`config.mk`:
```
export PLATFORM = sky130hd
export DESIGN_NAME = solix_pipe_stage
export DESIGN_NICKNAME = d
export VERILOG_FILES = /design/src/rtl/solix_pkg.sv /design/src/rtl/solix_pipe_stage.sv
export SDC_FILE = /design/constraint.sdc
export NUM_CORES = 1
export LEC_CHECK = 0
export CAP_MARGIN = 10
export CELL_PAD_IN_SITES_DETAIL_PLACEMENT = 0
export CELL_PAD_IN_SITES_GLOBAL_PLACEMENT = 1
export CORE_ASPECT_RATIO = 2
export CORE_UTILIZATION = 35
export DETAILED_ROUTE_END_ITERATION = 6
export PLACE_DENSITY = 0.74
export SYNTH_ARGS = -nofsm -noshare
export SYNTH_HDL_FRONTEND = slang
export SYNTH_SLANG_ARGS = --single-unit
```
`constraint.sdc`:
```
create_clock -name clk -period 1.83 [get_ports clk]
set_clock_uncertainty 0.05 [all_clocks]
set_input_delay 0.183 -clock clk [delete_from_list [all_inputs] [get_ports clk]]
set_output_delay 0.183 -clock clk [all_outputs]
set_load 0.01 [all_outputs]
```
`src/rtl/solix_pkg.sv`:
```
// rtl/solix_pkg.sv - shared word width and occupancy encoding for the Solix-16 pipe stage
package solix_pkg;

    localparam int WORD_W = 16;

    typedef enum logic [1:0] {
        OCC_EMPTY = 2'd0,
        OCC_ONE   = 2'd1,
        OCC_FULL  = 2'd2
    } occ_e;

    // {main_v, skid_v} = 2'b01 is unreachable; it folds into EMPTY here
    function automatic occ_e occ_of(input logic main_v, input logic skid_v);
        case ({main_v, skid_v})
            2'b10:   return OCC_ONE;
            2'b11:   return OCC_FULL;
            default: return OCC_EMPTY;
        endcase
    endfunction

endpackage

```
`src/rtl/solix_pipe_stage.sv`:
```
// rtl/solix_pipe_stage.sv - elastic one-cycle pipe stage with two-entry skid and registered in_ready
module solix_pipe_stage
    import solix_pkg::*;
#(
    parameter int WIDTH          = WORD_W,
    parameter bit FLUSH_CLR_DATA = 1'b0
) (
    input  logic             clk,
    input  logic             rst_n,
    input  logic             flush,
    input  logic             in_valid,
    output logic             in_ready,
    input  logic [WIDTH-1:0] in_data,
    output logic             out_valid,
    input  logic             out_ready,
    output logic [WIDTH-1:0] out_data,
    output logic [1:0]       count
);

    logic [WIDTH-1:0] main_data;
    logic [WIDTH-1:0] skid_data;
    logic             main_v;
    logic             skid_v;
    logic             acc;
    logic             pop;
    occ_e             occ;

    assign out_valid = main_v;
    assign out_data  = main_data;
    assign in_ready  = !skid_v;
    assign count     = {1'b0, main_v} + {1'b0, skid_v};

    assign acc = in_valid & in_ready;
    assign pop = out_valid & out_ready;
    assign occ = occ_of(main_v, skid_v);

    always_ff @(posedge clk or negedge rst_n) begin
        if (!rst_n) begin
            main_v    <= 1'b0;
            skid_v    <= 1'b0;
            main_data <= '0;
            skid_data <= '0;
        end else if (flush) begin
            // flush wins over any handshake in the same cycle
            main_v <= 1'b0;
            skid_v <= 1'b0;
            if (FLUSH_CLR_DATA) begin
                main_data <= '0;
                skid_data <= '0;
            end
        end else begin
            case (occ)
                OCC_EMPTY: begin
                    if (acc) begin
                        main_v    <= 1'b1;
                        main_data <= in_data;
                    end
                end
                OCC_ONE: begin
                    if (acc && !pop) begin
                        skid_v    <= 1'b1;
                        skid_data <= in_data;
                    end else if (acc && pop) begin
                        main_data <= in_data;
                    end else if (pop) begin
                        main_v <= 1'b0;
                    end
                end
                OCC_FULL: begin
                    if (pop) begin
                        main_data <= skid_data;
                        skid_v    <= 1'b0;
                    end
                end
                default: begin
                    main_v <= 1'b0;
                    skid_v <= 1'b0;
                end
            endcase
        end
    end

    always_ff @(posedge clk) begin
        if (rst_n) begin
            assert (!(skid_v && !main_v));
        end
    end

endmodule

```
==> reports/metrics.json <==
{
  "outcome": "completed",
  "detail_route.first_pass.iterations": 4,
  "rsz0062_at_grt": "yes",
  "gr-usage-all-layers_pct": 14.72,
  "htreeDepth": 2,
  "clock_slew_at_reported_path_ffs_ps": 60,
  "fp.dieArea_sq_um": 4900,
  "power_per_cell_area_nw_per_um2": 1117,
  "switching_share_pct": 26.64,
  "gp_routability_congestion": 0.7684,
  "post_synth_main_area_contributors": "sky130_fd_sc_hd__dfrtp_1 (53%), sky130_fd_sc_hd__mux2_2 (27%), sky130_fd_sc_hd__mux2_4 (9.3%), sky130_fd_sc_hd__ha_1 (1.6%), sky130_fd_sc_hd__buf_12 (1.2%)",
  "sort_of_element_at_the_end_of_the_critical_path": "flip-flop",
  "synth_edf_count": 0,
  "die_x_um": 50,
  "postSynthRegisterBits": 34,
  "io_pins": 41,
  "critical_path_at_ps": 1940,
  "max-clock-path-buffers": 2,
  "synth-warning-count": 0,
  "ant_nets": 0,
  "core_area_sq_um": 4382,
  "postSynthCellCount": 108,
  "vdd.ir_drop.worst_uv": 747.8,
  "p_leak_nw": 1.039,
  "slew_viols_final": 0,
  "report.final.setup_viol": 0,
  "relSlewSlack_pct": 50.03,
  "synthesis.area_per_instance_sq_um": 14.93,
  "worstSkewPairLatency_ps": 280,
  "p_seq_share_pct": 45.9,
  "grt_first_pass_wirelength_um": 5382,
  "synth_top_flop_cell": "sky130_fd_sc_hd__dfrtp_1",
  "setup_tns_ps": 0,
  "totalWireLength_um": 3398,
  "post_drt_via_cell_ratio": 4.941,
  "total_power_w": 0.002582,
  "yosys_cell_types": 23,
  "crit_path_max_fo": 8,
  "setup.worst_path.class": "reg2reg",
  "timing.final.hold_violations": 0,
  "route.detailed.drc": 0,
  "timing.critical_path.required_ps": 1950,
  "design.final.nets": 188,
  "drtIter0Drc": 14,
  "cts-buffers-inserted": 5,
  "netSwitchingPower_w": 0.0006879,
  "row_count": 34,
  "dominant_cell_type_by_area_after_synthesis": "sky130_fd_sc_hd__dfrtp_1",
  "drv_cap": 0,
  "hpwl_um": 2365,
  "via_count_of_the_first_global_routing_pass": 1173,
  "start_util_pct": 36.81,
  "max_slew.worst_pin.slew_ps": 749.6,
  "worstHoldPathType": "reg2reg",
  "fmaxAchievable_ghz": 0.5479,
  "critPathLaunchType": "flip-flop",
  "clock_tree.root_cell": "sky130_fd_sc_hd__clkbuf_8",
  "syn-num-nets": 131,
  "area_delta_synth_final_pct": 43.29,
  "globalRouteMet3Util_pct": 3.115,
  "seq_area_frac_synth_pct": 52.75,
  "grt-busiest-layer": "met2",
  "post-route-min-period_ps": 1825,
  "syn-cell-area_sq_um": 1613,
  "gr-usage-met1_pct": 14.94,
  "post-route-util_pct": 52.74,
  "tritoncts_clock_tree": "yes",
  "finalHoldWorstSlack_ps": 452.2,
  "period_share_pct": 99.74,
  "cts_sinks": 34,
  "detail_route.wl_per_cell_um": 15.52,
  "vias": 1082,
  "synth_async_sr_flop_share_pct": 100.0,
  "die_h_um": 98,
  "diodes": 0,
  "overflow": 0,
  "grtUsageMet2_pct": 26.67,
  "netlist.area_leader.share_pct": 52.75,
  "drive_above_1_share_pct": 46.67,
  "pwr-share-comb_pct": 34.2,
  "grt_max_degree": 35,
  "antenna_found_initial": 0,
  "buffer_ports.inserted": 40,
  "power_report.internal_total_w": 0.001894,
  "power.share.clock_pct": 19.9
}
-- registers in the layout, summed over array words and instances (netlist names) --
name / count
skid_data: 16
skid_v: 1
out_data: 16
out_valid: 1
-- stage by stage --
step / setup slack [ps] / area, sq um / std cells
final: 4.698 / 2311 / 219
after global routing: -30.62 / 2311 / 219
after CTS: -8.469 / 2242 / 216
after detailed placement: -87.42 / 2145 / 207
after global placement: -41.51 / 2145 / 207
after floorplan: -34.18 / 1628 / 108
-- worst max-delay path, stage by stage (launching register included) --
cell and delay [ps]:
sky130_fd_sc_hd__dfrtp_2 440, sky130_fd_sc_hd__ha_4 190, sky130_fd_sc_hd__nor2b_4 120, sky130_fd_sc_hd__nand3_2 80
sky130_fd_sc_hd__a211o_4 370, sky130_fd_sc_hd__clkbuf_16 170, sky130_fd_sc_hd__mux2_4 290
-- path summary, 6_finish.rpt --
kind	end	slack [ps]	cells past startpoint	start
max reg2reg	out_data[14]$_DFFE_PN0P_	5	6	out_valid$_DFFE_PN0P_
max in group asynchronous	out_valid$_DFFE_PN0P_	740	2	rst_n
min reg2reg	skid_data[15]$_DFFE_PN0P_	450	1	skid_data[15]$_DFFE_PN0P_
min in group asynchronous	out_data[2]$_DFFE_PN0P_	460	2	rst_n
min	skid_data[15]$_DFFE_PN0P_	450	1	skid_data[15]$_DFFE_PN0P_
max	out_data[14]$_DFFE_PN0P_	5	6	out_valid$_DFFE_PN0P_
-- routing by layer --
| metal | wire (um) | part of all wire, % |
|---|---|---|
| met1 | 1266 | 37 |
| met3 | 104 | 3.1 |
| met5 | 0 | 0 |
| met4 | 67 | 2.0 |
| met2 | 1961 | 58 |
-- cell usage in the layout, fill, tap and decap left out, types with 2 or more instances in the layout --
cell type / count
sky130_fd_sc_hd__buf_12: 2
sky130_fd_sc_hd__buf_4: 10
sky130_fd_sc_hd__clkbuf_1: 2
sky130_fd_sc_hd__clkbuf_8: 5
sky130_fd_sc_hd__clkdlybuf4s50_1: 37
sky130_fd_sc_hd__dfrtp_1: 32
sky130_fd_sc_hd__dfrtp_2: 2
sky130_fd_sc_hd__inv_1: 2
sky130_fd_sc_hd__mux2_2: 38
sky130_fd_sc_hd__mux2_4: 10
sky130_fd_sc_hd__nand2_1: 2
sky130_fd_sc_hd__nor2_1: 2
sky130_fd_sc_hd__nor2b_4: 2
sky130_fd_sc_hd__nor3_1: 2
-- power groups by stage --
stage	Combinational (W)	Sequential, W	Clock [W]
after CTS	0.000870	0.00119	0.000535
after detailed placement	0.000865	0.00120	0
after global placement	0.000844	0.00118	0
final	0.000884	0.00119	0.000513
after global routing	0.000946	0.00122	0.000560
after floorplan	0.000411	0.00122	0
-- kinds of logic (layout without fill, tap and decap cells) --
| family | Yosys count | after routing | synth area share (%) |
|---|---|---|---|
| multiplexers | 48 | 48 | 35.84 |
| AO/OA/AOI/OAI | 5 | 5 | 2.094 |
| flip-flops | 34 | 34 | 52.75 |
| adder cells (fa/ha/maj) | 2 | 2 | 1.551 |
| buffers and inverters | 7 | 64 | 3.258 |
| AND/OR/NAND/NOR | 12 | 12 | 4.500 |
-- area by class of cell --
cell class	count	area, sq um
repair buffers	55	558.0
clock buffers	7	76.32
multi-input cells	67	748.2
inverters	2	7.507
well taps	54	67.56
fillers	388	2071
flip-flops and latches	34	853.3
-- what timing repair did --
item	in CTS	in global routing
endpoints found under the setup margin	13	17
gates resized for setup	3	6
pin swaps	0	3
hold buffers	1	0
buffers inserted	1	2
cloned	0	1
hold endpoints to repair	34	0
-- synth_stat cells, types with 2 or more instances --
cell                      count
sky130_fd_sc_hd__mux2_2      38
sky130_fd_sc_hd__buf_2        2
sky130_fd_sc_hd__mux2_4      10
sky130_fd_sc_hd__nor2_1       2
sky130_fd_sc_hd__nand2_1      2
sky130_fd_sc_hd__nor3_1       2
sky130_fd_sc_hd__dfrtp_1     34
sky130_fd_sc_hd__ha_1         2
sky130_fd_sc_hd__inv_1        2
(Power assumes the default switching activity.)
